$ cat src/rtl/eight_bit_divider_sequential_pkg.sv
// Shared computation-datapath constants: default operand width and divider FSM state encoding.
package eight_bit_divider_sequential_pkg;

    // Operand width shared with the 8-bit structural multiplier.
    localparam int DIV_WIDTH = 8;

    localparam logic [1:0] ST_IDLE = 2'd0;
    localparam logic [1:0] ST_RUN  = 2'd1;
    localparam logic [1:0] ST_DONE = 2'd2;

endpackage

$ cat src/rtl/eight_bit_divider_sequential_if.sv
// Start/busy/done handshake plus operand and result buses between the controller and the divider.
interface eight_bit_divider_sequential_if #(
    parameter int WIDTH = 8
);
    logic             start;
    logic [WIDTH-1:0] dividend;
    logic [WIDTH-1:0] divisor;
    logic             busy;
    logic             done;
    logic [WIDTH-1:0] quotient;
    logic [WIDTH-1:0] remainder;
    logic             div_zero;

    modport master (
        output start, dividend, divisor,
        input  busy, done, quotient, remainder, div_zero
    );

    modport slave (
        input  start, dividend, divisor,
        output busy, done, quotient, remainder, div_zero
    );
endinterface

$ cat src/rtl/eight_bit_divider_sequential_step.sv
// One combinational restoring-division step, with the trial subtraction done on a ripple-carry adder.
module ripple_carry_adder #(
    parameter int WIDTH = 8
) (
    input  logic [WIDTH-1:0] i_a,
    input  logic [WIDTH-1:0] i_b,
    input  logic             i_cin,
    output logic [WIDTH-1:0] o_sum,
    output logic             o_cout
);
    logic [WIDTH:0] w_carry;

    assign w_carry[0] = i_cin;

    for (genvar g = 0; g < WIDTH; g++) begin : g_fa
        assign o_sum[g]       = i_a[g] ^ i_b[g] ^ w_carry[g];
        assign w_carry[g + 1] = (i_a[g] & i_b[g]) | (w_carry[g] & (i_a[g] ^ i_b[g]));
    end

    assign o_cout = w_carry[WIDTH];
endmodule

module divider_restore_step #(
    parameter int WIDTH = 8
) (
    input  logic [WIDTH-1:0] i_rem,
    input  logic             i_bit,
    input  logic [WIDTH-1:0] i_divisor,
    output logic [WIDTH-1:0] o_rem,
    output logic             o_qbit
);
    logic [WIDTH:0]   w_shifted;
    logic [WIDTH-1:0] w_diff_lo;
    logic             w_cout;
    logic             w_trial_msb;

    assign w_shifted = {i_rem, i_bit};

    ripple_carry_adder #(.WIDTH(WIDTH)) u_sub (
        .i_a    (w_shifted[WIDTH-1:0]),
        .i_b    (~i_divisor),
        .i_cin  (1'b1),
        .o_sum  (w_diff_lo),
        .o_cout (w_cout)
    );

    // Top trial bit: shifted MSB plus the inverted zero-extension bit (1) plus the low carry.
    assign w_trial_msb = ~(w_shifted[WIDTH] ^ w_cout);
    assign o_qbit      = ~w_trial_msb;

    // A kept or restored remainder is always below the divisor, so its top bit is zero.
    assign o_rem = o_qbit ? w_diff_lo : w_shifted[WIDTH-1:0];
endmodule

$ cat src/rtl/eight_bit_divider_sequential.sv
// Sequential unsigned restoring divider, one quotient bit per clock, start/busy/done handshake.
// Define EIGHT_BIT_DIVIDER_EARLY_ZERO_EN to complete zero-divisor requests without iterating.
module eight_bit_divider_sequential
    import eight_bit_divider_sequential_pkg::*;
#(
    parameter int WIDTH = DIV_WIDTH
) (
    input  logic                          clk,
    input  logic                          rst,
    eight_bit_divider_sequential_if.slave bus
);
    localparam int CNT_W = $clog2(WIDTH + 1);

    logic [1:0]       r_state;
    logic [CNT_W-1:0] r_count;
    logic [WIDTH-1:0] r_rem;
    logic [WIDTH-1:0] r_qreg;
    logic [WIDTH-1:0] r_divisor;
    logic [WIDTH-1:0] r_quotient;
    logic [WIDTH-1:0] r_remainder;
    logic             r_div_zero;

    logic             w_accept;
    logic             w_last;
    logic [WIDTH-1:0] w_step_rem;
    logic             w_step_qbit;

    // A new request is taken in IDLE and also in the DONE cycle for back-to-back operation.
    assign w_accept = bus.start && ((r_state == ST_IDLE) || (r_state == ST_DONE));
    assign w_last   = (r_count == CNT_W'(1));

    divider_restore_step #(.WIDTH(WIDTH)) u_step (
        .i_rem     (r_rem),
        .i_bit     (r_qreg[WIDTH-1]),
        .i_divisor (r_divisor),
        .o_rem     (w_step_rem),
        .o_qbit    (w_step_qbit)
    );

    always_ff @(posedge clk or posedge rst) begin
        if (rst) begin
            r_state     <= ST_IDLE;
            r_count     <= '0;
            r_rem       <= '0;
            r_qreg      <= '0;
            r_divisor   <= '0;
            r_quotient  <= '0;
            r_remainder <= '0;
            r_div_zero  <= 1'b0;
        end else if (w_accept) begin
            r_divisor <= bus.divisor;
            r_qreg    <= bus.dividend;
            r_rem     <= '0;
            r_count   <= CNT_W'(WIDTH);
`ifdef EIGHT_BIT_DIVIDER_EARLY_ZERO_EN
            if (bus.divisor == '0) begin
                r_state     <= ST_DONE;
                r_quotient  <= '1;
                r_remainder <= bus.dividend;
                r_div_zero  <= 1'b1;
            end else begin
                r_state <= ST_RUN;
            end
`else
            r_state <= ST_RUN;
`endif
        end else begin
            case (r_state)
                ST_RUN: begin
                    r_rem   <= w_step_rem;
                    r_qreg  <= {r_qreg[WIDTH-2:0], w_step_qbit};
                    r_count <= r_count - CNT_W'(1);
                    if (w_last) begin
                        r_state     <= ST_DONE;
                        r_quotient  <= {r_qreg[WIDTH-2:0], w_step_qbit};
                        r_remainder <= w_step_rem;
                        r_div_zero  <= (r_divisor == '0);
                    end
                end
                ST_DONE: r_state <= ST_IDLE;
                default: r_state <= ST_IDLE;
            endcase
        end
    end

    assign bus.busy      = (r_state == ST_RUN);
    assign bus.done      = (r_state == ST_DONE);
    assign bus.quotient  = r_quotient;
    assign bus.remainder = r_remainder;
    assign bus.div_zero  = r_div_zero;
endmodule

$ cat src/flat_wrapper.sv
// flat-port wrapper written by rule: the top's interface ports become plain ports
module eight_bit_divider_sequential_flat import eight_bit_divider_sequential_pkg::*;
#(
    parameter int WIDTH = DIV_WIDTH
)
  (clk, rst, bus_start, bus_dividend, bus_divisor, bus_busy, bus_done, bus_quotient, bus_remainder, bus_div_zero);
  eight_bit_divider_sequential_if #(.WIDTH(WIDTH)) bus_i ();
  input  logic clk;
  input  logic rst;
  input wire logic [$bits(bus_i.start)-1:0] bus_start;
  input wire logic [$bits(bus_i.dividend)-1:0] bus_dividend;
  input wire logic [$bits(bus_i.divisor)-1:0] bus_divisor;
  output wire logic [$bits(bus_i.busy)-1:0] bus_busy;
  output wire logic [$bits(bus_i.done)-1:0] bus_done;
  output wire logic [$bits(bus_i.quotient)-1:0] bus_quotient;
  output wire logic [$bits(bus_i.remainder)-1:0] bus_remainder;
  output wire logic [$bits(bus_i.div_zero)-1:0] bus_div_zero;
  assign bus_i.start = bus_start;
  assign bus_i.dividend = bus_dividend;
  assign bus_i.divisor = bus_divisor;
  assign bus_busy = bus_i.busy;
  assign bus_done = bus_i.done;
  assign bus_quotient = bus_i.quotient;
  assign bus_remainder = bus_i.remainder;
  assign bus_div_zero = bus_i.div_zero;
  eight_bit_divider_sequential #(.WIDTH(WIDTH)) u_core (.clk(clk), .rst(rst), .bus(bus_i));
endmodule
$ cat config.mk
export PLATFORM = sky130hd
export DESIGN_NAME = eight_bit_divider_sequential_flat
export DESIGN_NICKNAME = d
export VERILOG_FILES = /design/src/rtl/eight_bit_divider_sequential_pkg.sv /design/src/rtl/eight_bit_divider_sequential_if.sv /design/src/rtl/eight_bit_divider_sequential_step.sv /design/src/rtl/eight_bit_divider_sequential.sv /design/src/flat_wrapper.sv
export SDC_FILE = /design/constraint.sdc
export NUM_CORES = 1
export LEC_CHECK = 0
export BUFFER_PORTS_ARGS = -buffer_cell sky130_fd_sc_hd__buf_4
export CORE_UTILIZATION = 52
export CTS_BUF_LIST = sky130_fd_sc_hd__clkbuf_8
export DETAILED_ROUTE_END_ITERATION = 8
export PLACE_DENSITY = 0.78
export SKIP_CTS_REPAIR_TIMING = 1
export SLEW_MARGIN = 20
export SYNTH_ARGS = -nofsm -noshare
export SYNTH_HDL_FRONTEND = slang
export SYNTH_SLANG_ARGS = --single-unit
export TNS_END_PERCENT = 50
$ cat constraint.sdc
create_clock -name clk -period 4.4 [get_ports clk]
set_clock_uncertainty 0.05 [all_clocks]
set_input_delay 0.88 -clock clk [delete_from_list [all_inputs] [get_ports clk]]
set_output_delay 0.88 -clock clk [all_outputs]
set_load 0.03 [all_outputs]
Word-level counts from Yosys, hierarchy flattened

Index checks and enable logic that the tools add are counted.

Equal/unequal tests: 4
Add/sub/neg operators: 1
Reduce and logical (&&, ||, !) cells: 6
Multiplexer cells: 10
Bitwise operators: 42

Operators by type and width:

| cell                                              | number |
|---|---|
| 2-to-1 mux 8 bit                                  | 5 |
| XOR 1 bit                                         | 16 |
| AND 1 bit                                         | 15 |
| zero test 8 bit                                   | 1 |
| 2-to-1 mux 4 bit                                  | 2 |
| NOT 8 bit                                         | 1 |
| bitwise OR 1 bit                                  | 8 |
| 2-to-1 mux 2 bit                                  | 3 |
| == test 4 x 1 -> 1 bit (second input constant)    | 1 |
| subtractor 4 x 1 -> 4 bit (second input constant) | 1 |
| != test 3 x 1 -> 1 bit (second input constant)    | 1 |
| AND reduction 3 bit                               | 1 |
| == test 2 x 1 -> 1 bit (second input constant)    | 1 |
| == test 2 bit (second input constant)             | 1 |
| zero test 2 bit                                   | 1 |
| NOT 1 bit                                         | 2 |
| nonzero test 2 bit                                | 1 |
| logical AND 1 bit                                 | 1 |
| logical OR 1 bit                                  | 1 |

Logic and storage cells: 71
Output and inout bits: 19
Bits in registers: 47

Depth between registers and ports, before layout

Gate-level depths: netlist of run 1.

Depth in word-level cells: 21
Gate-level depth with buffers: 13
Gate-level depth less buffers: 13

Cells and area by module

A second synthesis of run 1 with hierarchy kept.

Cell total of the unflattened synthesis: 171
Area total of the unflattened synthesis: 2,284.7 um^2

By module, submodules not included:

| module                       | area each (um^2) | sequential area each (um^2) | cells each | times used |
|---|---|---|---|---|
| eight_bit_divider_sequential | 1,931.9          | 1,176.1                     | 134        | 1 |
| ripple_carry_adder           | 197.7            | 0.0                         | 18         | 1 |
| divider_restore_step         | 155.1            | 0.0                         | 19         | 1 |

Worst setup path after synthesis of run 1

Ideal clock, no wire load.

Kind: register to register
Start: register u_core.r_qreg[7]
End: register u_core.r_remainder[1], in the netlist u_core.bus.remainder[1]
Cell stages (with the launch flop): 14
Library setup time: 125 ps
Period minus slack after synthesis: 4,931 ps
Data required time: 4,225 ps
Setup slack: -531 ps
Arrival time: 4,757 ps
Path buffers: 0
Cell sequence: dfrtp_1 -> inv_1 -> ha_1 -> inv_1 -> fa_1 -> fa_1 -> fa_1 -> fa_1 -> fa_1 -> fa_1 -> fa_1 -> xor2_4 -> mux2_2 -> mux2_2

Cells in the longest elaborated chain, start to end: 18
Elaborated cells between the ends (all ways): 20
Those cells by class: mux: 1; bitwise: 19

Ends and longest elaborated chain:

| what                                          | RTL line                                | source |
|---|---|---|
| start: declaration                            | eight_bit_divider_sequential.sv:17      | `logic [WIDTH-1:0] r_qreg;` |
| start signal: assignment                      | eight_bit_divider_sequential.sv:52      | `r_qreg <= bus.dividend;` |
| start signal: assignment                      | eight_bit_divider_sequential.sv:71      | `r_qreg <= {r_qreg[WIDTH-2:0], w_step_qbit};` |
| AND 1 bit / XOR 1 bit (equally long branches) | eight_bit_divider_sequential_step.sv:17 | `assign w_carry[g + 1] = (i_a[g] & i_b[g]) \| (w_carry[g] & (i_a[g] ^ i_b[g]));` |
| bitwise OR 1 bit (*)                          | eight_bit_divider_sequential_step.sv:17 |  |
| AND 1 bit                                     | eight_bit_divider_sequential_step.sv:17 |  |
| bitwise OR 1 bit                              | eight_bit_divider_sequential_step.sv:17 |  |
| AND 1 bit                                     | eight_bit_divider_sequential_step.sv:17 |  |
| bitwise OR 1 bit                              | eight_bit_divider_sequential_step.sv:17 |  |
| AND 1 bit                                     | eight_bit_divider_sequential_step.sv:17 |  |
| bitwise OR 1 bit                              | eight_bit_divider_sequential_step.sv:17 |  |
| [... 2 more ...]                              | -                                       |  |
| AND 1 bit                                     | eight_bit_divider_sequential_step.sv:17 |  |
| bitwise OR 1 bit                              | eight_bit_divider_sequential_step.sv:17 |  |
| AND 1 bit                                     | eight_bit_divider_sequential_step.sv:17 |  |
| bitwise OR 1 bit                              | eight_bit_divider_sequential_step.sv:17 |  |
| AND 1 bit                                     | eight_bit_divider_sequential_step.sv:17 |  |
| bitwise OR 1 bit                              | eight_bit_divider_sequential_step.sv:17 |  |
| XOR 1 bit                                     | eight_bit_divider_sequential_step.sv:48 | `assign w_trial_msb = ~(w_shifted[WIDTH] ^ w_cout);` |
| 2-to-1 mux 8 bit (*)                          | eight_bit_divider_sequential_step.sv:52 | `assign o_rem = o_qbit ? w_diff_lo : w_shifted[WIDTH-1:0];` |
| end signal: assignment                        | eight_bit_divider_sequential.sv:76      | `r_remainder <= w_step_rem;` |
| end: declaration                              | eight_bit_divider_sequential.sv:20      | `logic [WIDTH-1:0] r_remainder;` |

Every way passes the cells marked *; elsewhere a longest branch is shown, timed or not.
A chain may end at the register's enable or synchronous reset.

Final worst setup path of run 1

Start: register u_core.r_qreg[7]
End: register u_core.r_remainder[7], in the netlist u_core.bus.remainder[7]

Cells in the longest elaborated chain, start to end: 18
Elaborated cells between the ends (all ways): 20
Those cells by class: mux: 1; bitwise: 19

Ends and longest elaborated chain:

| what                                          | RTL line |
|---|---|
| AND 1 bit / XOR 1 bit (equally long branches) | eight_bit_divider_sequential_step.sv:17 |
| bitwise OR 1 bit (*)                          | eight_bit_divider_sequential_step.sv:17 |
| AND 1 bit (*)                                 | eight_bit_divider_sequential_step.sv:17 |
| bitwise OR 1 bit (*)                          | eight_bit_divider_sequential_step.sv:17 |
| AND 1 bit (*)                                 | eight_bit_divider_sequential_step.sv:17 |
| bitwise OR 1 bit (*)                          | eight_bit_divider_sequential_step.sv:17 |
| AND 1 bit (*)                                 | eight_bit_divider_sequential_step.sv:17 |
| bitwise OR 1 bit (*)                          | eight_bit_divider_sequential_step.sv:17 |
| [... 2 more ...]                              | - |
| AND 1 bit (*)                                 | eight_bit_divider_sequential_step.sv:17 |
| bitwise OR 1 bit (*)                          | eight_bit_divider_sequential_step.sv:17 |
| AND 1 bit (*)                                 | eight_bit_divider_sequential_step.sv:17 |
| bitwise OR 1 bit (*)                          | eight_bit_divider_sequential_step.sv:17 |
| AND 1 bit                                     | eight_bit_divider_sequential_step.sv:17 |
| bitwise OR 1 bit                              | eight_bit_divider_sequential_step.sv:17 |
| XOR 1 bit                                     | eight_bit_divider_sequential_step.sv:48 |
| 2-to-1 mux 8 bit (*)                          | eight_bit_divider_sequential_step.sv:52 |

Marks and branches as above.

==> results of run 1 <==
==> sequential cells by signal, indices dropped and copies added, names as in the netlist <==
name,count
u_core.r_state,2
u_core.r_count,4
u_core.r_rem,8
u_core.r_divisor,8
u_core.bus.quotient,8
u_core.bus.div_zero,1
u_core.r_qreg,8
u_core.bus.remainder,8
==> layer usage <==
| layer | vias to the layer above | GRT usage (%) | routed length [um] |
|---|---|---|---|
| li1 | 694 | - | - |
| met3 | 8 | 4.79 | 179 |
| met5 | - | 0 | 0 |
| met1 | 773 | 29.6 | 1860 |
| met4 | 0 | 11.2 | 78 |
| met2 | 38 | 40.3 | 2430 |
==> metrics by stage <==
step / worst slack [ns] / total power, mW
floorplan: 0.00517 / 1.83
global placement: 0.00917 / 2.21
detailed placement: -0.0698 / 2.28
CTS: -0.101 / 2.52
global route: -0.0917 / 2.77
finish: 0.0312 / 2.58
==> Yosys cell counts (2+ instances only) <==
library cell	number
sky130_fd_sc_hd__a21oi_1	2
sky130_fd_sc_hd__a22o_1	7
sky130_fd_sc_hd__a22oi_1	4
sky130_fd_sc_hd__a31oi_1	3
sky130_fd_sc_hd__buf_2	2
sky130_fd_sc_hd__clkbuf_1	4
sky130_fd_sc_hd__dfrtp_1	47
sky130_fd_sc_hd__fa_1	7
sky130_fd_sc_hd__ha_1	3
sky130_fd_sc_hd__inv_1	13
sky130_fd_sc_hd__mux2_2	23
sky130_fd_sc_hd__nand2_1	20
sky130_fd_sc_hd__nand2b_1	2
sky130_fd_sc_hd__nand3_1	5
sky130_fd_sc_hd__nor2_1	5
sky130_fd_sc_hd__nor2b_1	2
sky130_fd_sc_hd__nor4_1	2
sky130_fd_sc_hd__o21ai_0	10
==> critical path, cell delays in order (launching register included) <==
cell and delay [ns]:
sky130_fd_sc_hd__dfrtp_1 0.37, sky130_fd_sc_hd__inv_2 0.07, sky130_fd_sc_hd__ha_4 0.12, sky130_fd_sc_hd__inv_2 0.04
sky130_fd_sc_hd__fa_2 0.36, sky130_fd_sc_hd__fa_2 0.41, sky130_fd_sc_hd__fa_2 0.38, sky130_fd_sc_hd__fa_2 0.36
sky130_fd_sc_hd__fa_2 0.41, sky130_fd_sc_hd__fa_2 0.37, sky130_fd_sc_hd__fa_2 0.39, sky130_fd_sc_hd__xor2_4 0.21
sky130_fd_sc_hd__buf_12 0.15, sky130_fd_sc_hd__mux2_4 0.30, sky130_fd_sc_hd__mux2_4 0.26
==> logic make-up (layout without fill, tap and decap cells) <==
logic type | after synthesis | in the layout | share of synthesized area, %
flip-flops | 47 | 47 | 54.3
AND/OR/NAND/NOR | 42 | 42 | 9.77
AO/OA/AOI/OAI | 30 | 30 | 9.48
multiplexers | 24 | 24 | 12.4
buffers and inverters | 21 | 66 | 4.10
adder cells (fa/ha/maj) | 10 | 10 | 8.21
XOR/XNOR | 2 | 2 | 1.68
==> power by group through the flow <==
stage / Combinational, mW / Sequential (mW) / Clock, mW
final: 1.54 / 0.811 / 0.232
after detailed placement: 1.47 / 0.813 / 0
after global placement: 1.41 / 0.794 / 0
after global routing: 1.67 / 0.838 / 0.255
after CTS: 1.48 / 0.807 / 0.238
after floorplan: 0.923 / 0.911 / 0
==> worst max-delay path by stage <==
| stage | cells past startpoint | to | slack [ns] |
|---|---|---|---|
| 6_report | 14 | u_core.bus.remainder[7] | 0.03 |
| 5_1_grt | 14 | u_core.bus.remainder[7] | -0.09 |
| 4_1_cts | 14 | u_core.bus.remainder[1] | -0.10 |
| 3_5_place_dp | 14 | u_core.bus.remainder[2] | -0.07 |
| 3_3_place_gp | 14 | u_core.bus.remainder[3] | 0.009 |
| 2_1_floorplan | 13 | u_core.bus.remainder[1] | 0.005 |
==> area by class of cell <==
class / count / area share, %
multi-input combinational: 108 / 35.7
sequential: 47 / 43.8
tap: 50 / 2.33
timing repair buffer: 46 / 13.5
clock inverter: 1 / 0.140
inverter: 14 / 1.96
clock buffer: 5 / 2.56
==> impl_results.rst, run 1 <==
.. list-table::
   :header-rows: 1

   * - Metric
     - Value
   * - # diodes
     - 0
   * - Worst endpoint data arrival time
     - 4.50 ns
   * - TritonRoute pass-1 iters
     - 4
   * - Critical path origin
     - u_core.r_qreg[7]
   * - Cell types with the largest area share after synthesis
     - sky130_fd_sc_hd__dfrtp_1 (54%), sky130_fd_sc_hd__mux2_2 (12%), sky130_fd_sc_hd__fa_1 (6.5%), sky130_fd_sc_hd__nand2_1 (3.5%), sky130_fd_sc_hd__a22o_1 (2.8%)
   * - Switching power
     - 1.02 mW
   * - Sw frac
     - 39.7%
   * - Post-synthesis area per instance
     - 12.3 um2
   * - Longest Clk Path Bufs
     - 2
   * - Commonest non-fill, non-tap cell in the layout
     - sky130_fd_sc_hd__dfrtp_1
   * - Number of global-route vias before repair
     - 1592
   * - Clock latency at the later pin of the worst-skew pair
     - 0.29 ns
   * - Overflow after GRT
     - 0
   * - Total power density per cell area
     - 961 nW/um2
   * - Clock sink count
     - 47
   * - Sequential cell area in the final layout
     - ~1200 um2
   * - Remaining number of nets flagged by the antenna check after routing
     - 0
   * - RSZ-0062 raised after global routing
     - true
   * - Reg-to-reg slack, setup
     - 0.03 ns
   * - Path depth of the worst reg2reg path
     - 14
   * - Final core occ
     - 67.1%
   * - Clock network fraction of total power
     - 9.0%
   * - Die Wd
     - 66.5 um
   * - Final period util
     - 99.3%
   * - Gpl congestion
     - 0.783
   * - Layout Cells excl Fill
     - 271
   * - Cell leakage power
     - 1.30 nW
   * - Synth-to-Final Area Change
     - 24.0%
   * - Share of Yosys cell area claimed by the top area cell type
     - 54.3%
   * - Post-DP Area
     - about 2600 um2
   * - Root buffer cell
     - sky130_fd_sc_hd__clkbuf_8
   * - Reg-to-reg endpoint
     - u_core.bus.remainder[7]
   * - Top FF cell, synth
     - sky130_fd_sc_hd__dfrtp_1
   * - Pin count of the biggest net entering global routing
     - 48
   * - Sum of net half-perimeters after detailed placement
     - 3180 um
   * - Placed cell count
     - 262
   * - Slew of the pin with the lowest slew margin
     - 0.756 ns
   * - Slew headroom
     - between 40 and 50%
   * - Launch instance of the worst min-delay path
     - u_core.bus.remainder[5]
   * - Maximum achievable frequency
     - approximately 0.23 GHz
   * - Ys Warns
     - 0
   * - FF+latch count, synth
     - 47
   * - Outcome
     - finished, final reports clean
   * - Via count
     - 1513
   * - Maximum level of the CTS H-tree
     - 2
   * - Chip height
     - 66.5 um
   * - Number of pins exceeding their max-slew limit in the final report
     - 0
   * - Clock tree from TritonCTS
     - built
   * - Number of setup violations in the final report
     - 0
   * - Post-Layout Inst Area
     - 2690 um2
   * - Num CTS Buffers
     - 5
   * - Cell row count
     - 23
   * - Clock transition at the registers of the reported paths
     - around 0.080 ns
   * - Sequential group share of total power
     - 31.5%
   * - Top-level I/O count
     - 38
   * - Post-Syn Instances
     - 176
   * - CP Launch Type
     - flop
   * - Number of maximum-capacitance constraint violations
     - 0
   * - Antenna violations before repair
     - 0
   * - Routed wire per std cell
     - 16.8 um
   * - Reg2reg start
     - u_core.r_qreg[7]
   * - Required time of the worst setup path
     - 4.53 ns
   * - Global-route wire length before repair
     - 7560 um
   * - First DRT Iteration DRCs
     - 95
   * - WS Path Type
     - reg2reg
   * - Area enclosed by the die boundary
     - 4420 um2
   * - Area of the placeable core
     - 4000 um2
   * - Netlist cell types
     - 33
   * - Final TNS setup
     - 0 ns
   * - Number of nets in the synthesized netlist
     - about 210
   * - Min Tclk post-route
     - 4.37 ns
   * - Worst ir drop on vdd
     - 0.498 mV
   * - Worst hold path class
     - reg2reg
   * - Cell type with the largest total area after synthesis
     - sky130_fd_sc_hd__dfrtp_1
   * - Final Hold Violating Endpoints
     - 0
   * - Total area of multi-input combinational cells
     - 960 um2
   * - Vias per cell
     - around 5.6
   * - Layout cell share with drive strength beyond 1
     - about two fifths
   * - CP Capture Type
     - flop
   * - Initial core utilization
     - 54.1%
   * - Cell area after synthesis
     - between 2000 and 2500 um2
   * - Top library cells by usage in the layout, fill and taps aside
     - sky130_fd_sc_hd__dfrtp_1 (47), sky130_fd_sc_hd__buf_4 (44), sky130_fd_sc_hd__nand2_1 (20)
   * - Post-synthesis async set-or-reset flop share
     - 100%
   * - Hold worst-path end
     - u_core.bus.remainder[5]
   * - Filler cell count
     - 291
   * - Worst slack on hold paths
     - 0.463 ns
   * - Max Fanout on Critical Path
     - 6
   * - Sequential cell area fraction in the yosys report
     - 54.3%
   * - Logic gate share of total power
     - 59.5%
   * - Worst hold path stage count
     - 1
   * - Cell-internal power
     - 1.56 mW
   * - Remaining routing DRC violations
     - 0
   * - Post-detailed-routing wire length
     - 4550 um
   * - Number of buffers added on ports
     - 37
   * - Tot GR Track Use
     - 24.0%
   * - Number of enable flip-flop cells after synthesis
     - 0
   * - Net count of the finished layout
     - 251
Power figures use the tool's default switching activity.
==> run 2, diff against run 1 <==
--- a/config.mk
+++ b/config.mk
@@ -8,6 +8,7 @@
 export BUFFER_PORTS_ARGS = -buffer_cell sky130_fd_sc_hd__buf_4
-export CORE_UTILIZATION = 52
+export CORE_ASPECT_RATIO = 0.7
+export CORE_UTILIZATION = 56
 export CTS_BUF_LIST = sky130_fd_sc_hd__clkbuf_8
 export DETAILED_ROUTE_END_ITERATION = 8
-export PLACE_DENSITY = 0.78
+export PLACE_DENSITY = 0.8
 export SKIP_CTS_REPAIR_TIMING = 1
==> constraint.sdc (replaced) <==
create_clock -name clk -period 5.6 [get_ports clk]
set_clock_uncertainty 0.05 [all_clocks]
set_input_delay 0.28 -clock clk [delete_from_list [all_inputs] [get_ports clk]]
set_output_delay 0.28 -clock clk [all_outputs]
set_load 0.03 [all_outputs]
==> impl_results.rst, run 2 (synthesis gave the netlist of run 1 again) <==
.. list-table::
   :header-rows: 1

   * - Metric
     - Value
   * - Die Wd
     - about 76 um
   * - Root buffer cell
     - sky130_fd_sc_hd__clkbuf_8
   * - Cell row count
     - 18
   * - Required time of the worst setup path
     - between 5 and 6 ns
   * - Slew headroom
     - 44.5%
   * - Min Tclk post-route
     - between 5 and 6 ns
   * - Cell with the biggest individual delay on the critical path
     - sky130_fd_sc_hd__fa_1
   * - First DRT Iteration DRCs
     - roughly 110
   * - Number of global-route vias before repair
     - about 1500
   * - Gpl congestion
     - a little over 0.8
   * - Worst endpoint data arrival time
     - 5.35 ns
   * - Top library cells by usage in the layout, fill and taps aside
     - sky130_fd_sc_hd__dfrtp_1 (47), sky130_fd_sc_hd__buf_4 (39), sky130_fd_sc_hd__mux2_2 (23)
   * - Slew of the pin with the lowest slew margin
     - 0.830 ns
   * - CP Capture Type
     - flop
   * - Top-level I/O count
     - 38
   * - Clock latency at the later pin of the worst-skew pair
     - 0.30 ns
   * - Post-detailed-routing wire length
     - around 4500 um
   * - Clock transition at the registers of the reported paths
     - 0.08 ns
   * - Tot GR Track Use
     - between 20% and 30%
   * - TritonRoute pass-1 iters
     - 4
   * - CP Launch Type
     - flop
   * - Clock network fraction of total power
     - 11.9%
   * - Logic gate share of total power
     - 54.1%
   * - RSZ-0062 raised after global routing
     - false
   * - Via count
     - between 1500 and 2000
   * - Longest Clk Path Bufs
     - 2
   * - Remaining number of nets flagged by the antenna check after routing
     - 0
   * - Ordered cell list for the critical path
     - inv_1, ha_1, inv_1, fa_1, fa_1, fa_1, fa_1, fa_1, fa_1, fa_1, xor2_4, mux2_2, mux2_2
   * - Number of buffers added on ports
     - 37
   * - WS Path Type
     - reg2reg
   * - Worst hold path class
     - in2async
   * - Routed wire per std cell
     - 16.8 um
   * - Number of setup violations in the final report
     - 0
   * - Antenna violations before repair
     - 0
   * - Area of the placeable core
     - 3600 um2
   * - Sequential group share of total power
     - 34.0%
   * - CP peak stage delay
     - 0.52 ns
   * - Number of maximum-capacitance constraint violations
     - 0
   * - Worst ir drop on vdd
     - around 0.37 mV
   * - Final Hold Violating Endpoints
     - 0
   * - Chip height
     - roughly 54 um
   * - Sw frac
     - 41.3%
   * - Worst path most repeated cell
     - sky130_fd_sc_hd__fa_1
   * - Clock tree from TritonCTS
     - built
   * - Pin count of the biggest net entering global routing
     - 48
   * - Overflow after GRT
     - 0
   * - Area enclosed by the die boundary
     - between 4000 and 5000 um2
   * - Global-route wire length before repair
     - approximately 7300 um
   * - Num CTS Buffers
     - 5
   * - Initial core utilization
     - 60.1%
   * - Max Fanout on Critical Path
     - 10
   * - Maximum level of the CTS H-tree
     - 2
   * - Clock sink count
     - 47
   * - Final period util
     - between 90% and 100%
   * - Synth-to-Final Area Change
     - 19.4%
   * - # diodes
     - 0
   * - Commonest non-fill, non-tap cell in the layout
     - sky130_fd_sc_hd__dfrtp_1
   * - Filler cell count
     - 265
   * - Cell leakage power
     - 1.25 nW
   * - Final TNS setup
     - 0 ns
   * - Worst slack on hold paths
     - around 0.066 ns
   * - Outcome
     - finished, final reports clean
   * - Net count of the finished layout
     - roughly 240
   * - Vias per cell
     - 5.70
   * - Remaining routing DRC violations
     - 0
   * - Cell-internal power
     - 1.08 mW
   * - Maximum achievable frequency
     - a little under 0.2 GHz
   * - Total area of multi-input combinational cells
     - 900 um2
   * - Total power density per cell area
     - roughly 720 nW/um2
   * - Sum of net half-perimeters after detailed placement
     - between 3000 and 4000 um
   * - Switching power
     - roughly 760 uW
   * - Sequential cell area in the final layout
     - 1180 um2
   * - Layout cell share with drive strength beyond 1
     - 34.7%
   * - Number of pins exceeding their max-slew limit in the final report
     - 0
[run 2: cell types whose count changed in the layout (fill, tap and decap cells not counted), moves of 2 or more]
cell,change
sky130_fd_sc_hd__mux2_4,-8
sky130_fd_sc_hd__mux2_2,+8
sky130_fd_sc_hd__fa_1,+7
sky130_fd_sc_hd__fa_2,-7
sky130_fd_sc_hd__inv_2,-2
sky130_fd_sc_hd__clkbuf_8,+2
sky130_fd_sc_hd__buf_4,-5
sky130_fd_sc_hd__inv_1,+2
[run 2: path summary, 6_finish.rpt]
kind                                    startpoint                 endpoint  slack (ns)  cells past startpoint
setup / recovery                  u_core.r_qreg[7]  u_core.bus.remainder[1]        0.39                     13
setup reg to reg                  u_core.r_qreg[7]  u_core.bus.remainder[1]        0.39                     13
hold reg to reg            u_core.bus.remainder[1]  u_core.bus.remainder[1]        0.46                      1
min in group clk                    bus_divisor[6]      u_core.r_divisor[6]        0.13                      3
max in group asynchronous                      rst  u_core.bus.remainder[2]        5.03                      3
hold / removal                                 rst   u_core.bus.quotient[7]        0.07                      3
[run 2: layout make-up]
| type | instances | area share (%) |
|---|---|---|
| Clock buffer | 7 | 3.73 |
| Clock inverter | 1 | 0.145 |
| Inverter | 14 | 2.03 |
| Multi-Input combinational cell | 108 | 34.8 |
| Sequential cell | 47 | 45.5 |
| Tap cell | 50 | 2.42 |
| Timing Repair Buffer | 39 | 11.3 |
[run 2: power groups by stage]
stage / Sequential [mW] / Clock (mW) / Combinational, mW
floorplan: 0.713 / 0 / 0.635
global placement: 0.622 / 0 / 0.941
detailed placement: 0.632 / 0 / 0.994
CTS: 0.627 / 0.224 / 1.01
global route: 0.649 / 0.235 / 1.10
finish: 0.628 / 0.219 / 1.00
[run 2: layer usage]
metal,global-route usage [%],part of all wire [%],vias to the layer above
met5,0,0,-
met4,11.5,2.0,0
met3,5.08,5.1,12
met2,41.7,49,53
met1,30.6,44,772
li1,-,-,679
[run 2: worst max-delay path, delay by kind of cell (launching register included)]
family	cells	cell delay [ns]
multiplexers	2	0.66
adder cells (fa/ha/maj)	8	3.45
buffers and inverters	2	0.15
flip-flops	1	0.37
XOR/XNOR	1	0.41
[run 2: stage by stage]
| stage | worst slack (ns) | std cells | total power [mW] | instance area, um2 | utilization (%) |
|---|---|---|---|---|---|
| 3_3_place_gp | 0.557 | 258 | 1.56 | 2480 | 68.9 |
| 2_1_floorplan | 0.669 | 176 | 1.35 | 2160 | - |
| 4_1_cts | 0.380 | 266 | 1.86 | 2580 | 71.7 |
| 6_report | 0.394 | 266 | 1.85 | 2580 | 71.7 |
| 3_5_place_dp | 0.383 | 258 | 1.63 | 2480 | 68.9 |
| 5_1_grt | 0.162 | 266 | 1.99 | 2580 | 71.7 |
==> run 3, diff against run 2 <==
REMOVE_ABC_BUFFERS = 1   (was default)
==> impl_results.rst, run 3 (synthesis gave the netlist of run 1 again) <==
.. list-table::
   :header-rows: 1

   * - Metric
     - Value
   * - Outcome
     - finished, final reports clean
   * - RSZ-0062 raised after global routing
     - false
   * - Clock transition at the registers of the reported paths
     - 0.09 ns
   * - Post-detailed-routing wire length
     - 4250 um
   * - Required time of the worst setup path
     - 5.74 ns
   * - Clock sink count
     - 47
   * - WS Path Type
     - reg2reg
   * - Tot GR Track Use
     - 23.0%
   * - Reg2reg start
     - u_core.r_qreg[7]
   * - Area of the placeable core
     - 3600 um2
   * - # diodes
     - 0
   * - Endpoint of the most critical setup path
     - u_core.bus.remainder[2]
   * - Root buffer cell
     - sky130_fd_sc_hd__clkbuf_8
   * - Top library cells by usage in the layout, fill and taps aside
     - sky130_fd_sc_hd__dfrtp_1 (47), sky130_fd_sc_hd__buf_4 (39), sky130_fd_sc_hd__mux2_2 (23)
   * - Min Tclk post-route
     - 5.11 ns
   * - Total power density per cell area
     - 708 nW/um2
   * - Worst endpoint data arrival time
     - 5.25 ns
   * - Clock latency at the later pin of the worst-skew pair
     - ~0.3 ns
   * - CP Capture Type
     - flop
   * - Longest Clk Path Bufs
     - 2
   * - Layout Cells excl Fill
     - 266
   * - CP Launch Type
     - flop
   * - Commonest non-fill, non-tap cell in the layout
     - sky130_fd_sc_hd__dfrtp_1
   * - Layout cell share with drive strength beyond 1
     - 35.2%
   * - Max Fanout on Critical Path
     - 10
   * - Number of maximum-capacitance constraint violations
     - 0
   * - Reg-to-reg endpoint
     - u_core.bus.remainder[2]
   * - Maximum achievable frequency
     - a little under 0.2 GHz
   * - Critical path origin
     - u_core.r_qreg[7]
   * - Remaining routing DRC violations
     - 0
   * - Die Wd
     - 76.3 um
   * - First DRT Iteration DRCs
     - approximately 110
   * - Net count of the finished layout
     - 244
   * - Setup WS post-layout
     - 0.492 ns
   * - Initial core utilization
     - 60.1%
   * - Chip height
     - 54.0 um
   * - Gpl congestion
     - 0.803
   * - Remaining number of nets flagged by the antenna check after routing
     - 0
   * - Cell row count
     - 18
   * - Clock tree from TritonCTS
     - built
   * - Vias per cell
     - 5.56
   * - Total power consumption of the routed design
     - 1.83 mW
   * - Number of pins exceeding their max-slew limit in the final report
     - 0
   * - Top-level I/O count
     - 38
   * - Global-route wire length before repair
     - 6910 um
   * - Post-place setup slack
     - 0.477 ns
   * - Overflow after GRT
     - 0
   * - Worst ir drop on vdd
     - 0.442 mV
   * - Number of buffers added on ports
     - 37
   * - Final Hold Violating Endpoints
     - 0
   * - Number of setup violations in the final report
     - 0
   * - Slew headroom
     - 47.9%
   * - Pin count of the biggest net entering global routing
     - 48
   * - Final period util
     - about 90%
   * - Maximum level of the CTS H-tree
     - 2
   * - Sum of net half-perimeters after detailed placement
     - 2900 um
   * - Reg-to-reg slack, setup
     - 0.49 ns
   * - Number of global-route vias before repair
     - 1399
   * - Slew of the pin with the lowest slew margin
     - 0.779 ns
   * - Routed wire per std cell
     - 16.0 um
   * - Worst hold path class
     - in2async
   * - Synth-to-Final Area Change
     - 19.5%
   * - Cell leakage power
     - 1.24 nW
   * - Num CTS Buffers
     - 5
   * - Via count
     - 1478
   * - TritonRoute pass-1 iters
     - 4
   * - Path depth of the worst reg2reg path
     - 13
   * - Antenna violations before repair
     - 0
   * - Final core occ
     - 71.8%
   * - Area enclosed by the die boundary
     - 4120 um2
   * - Placed cell count
     - ~260
   * - Final TNS setup
     - 0 ns
==> run 3: cell types whose count changed in the layout (fill, tap and decap cells not counted), sizes merged <==
cell      delta
clkinvlp     +1
inv          -1
==> run 3: power by group <==
group / leakage (nW) / switching [mW] / internal [mW]
logic: 0.615 / 0.517 / 0.458
clock network: 0.0505 / 0.113 / 0.112
registers: 0.579 / 0.123 / 0.508
total: 1.24 / 0.753 / 1.08
==> run 3: worst min-delay path by stage <==
stage / startpoint / to / slack (ns) / cells past startpoint
after floorplan: bus_divisor[0] / u_core.r_divisor[0] / 0.34 / 2
after global placement: rst / u_core.bus.quotient[2] / 0.41 / 3
after detailed placement: rst / u_core.bus.quotient[1] / 0.42 / 3
after CTS: rst / u_core.bus.quotient[2] / 0.08 / 3
after global routing: rst / u_core.r_qreg[2] / 0.12 / 3
final: rst / u_core.bus.remainder[7] / 0.07 / 3
==> run 3: critical path, cell delays in order (launching register included) <==
cell,delay [ns]
sky130_fd_sc_hd__dfrtp_1,0.36
sky130_fd_sc_hd__inv_1,0.09
sky130_fd_sc_hd__ha_1,0.15
sky130_fd_sc_hd__inv_1,0.06
sky130_fd_sc_hd__fa_1,0.44
sky130_fd_sc_hd__fa_1,0.46
sky130_fd_sc_hd__fa_1,0.46
sky130_fd_sc_hd__fa_1,0.46
sky130_fd_sc_hd__fa_1,0.46
sky130_fd_sc_hd__fa_1,0.46
sky130_fd_sc_hd__fa_1,0.52
sky130_fd_sc_hd__xor2_4,0.37
sky130_fd_sc_hd__mux2_2,0.40
sky130_fd_sc_hd__mux2_2,0.26
==> run 3: final cells by class <==
cell class | count | area [um2]
clock buffers | 7 | 96.3
flip-flops and latches | 47 | 1180
well taps | 50 | 62.6
repair buffers | 39 | 293
multi-input cells | 108 | 900
clock inverters | 1 | 7.51
inverters | 14 | 52.6
fillers | 267 | 1020
==> run 3: routing by layer <==
layer / share of wire, % / routed length (um) / global-route usage, % / up-vias
met3: 5.7 / 242 / 6.10 / 4
met4: 1.1 / 46 / 6.73 / 0
met2: 47 / 1980 / 35.4 / 52
met5: 0 / 0 / 0 / -
li1: - / - / - / 680
met1: 47 / 1980 / 32.6 / 742
==> run 3: stage by stage <==
stage	area [um2]	hold WS [ns]
6_report	2590	0.0664
5_1_grt	2590	0.121
4_1_cts	2590	0.0787
2_1_floorplan	2130	0.335
3_3_place_gp	2480	0.407
3_5_place_dp	2480	0.415
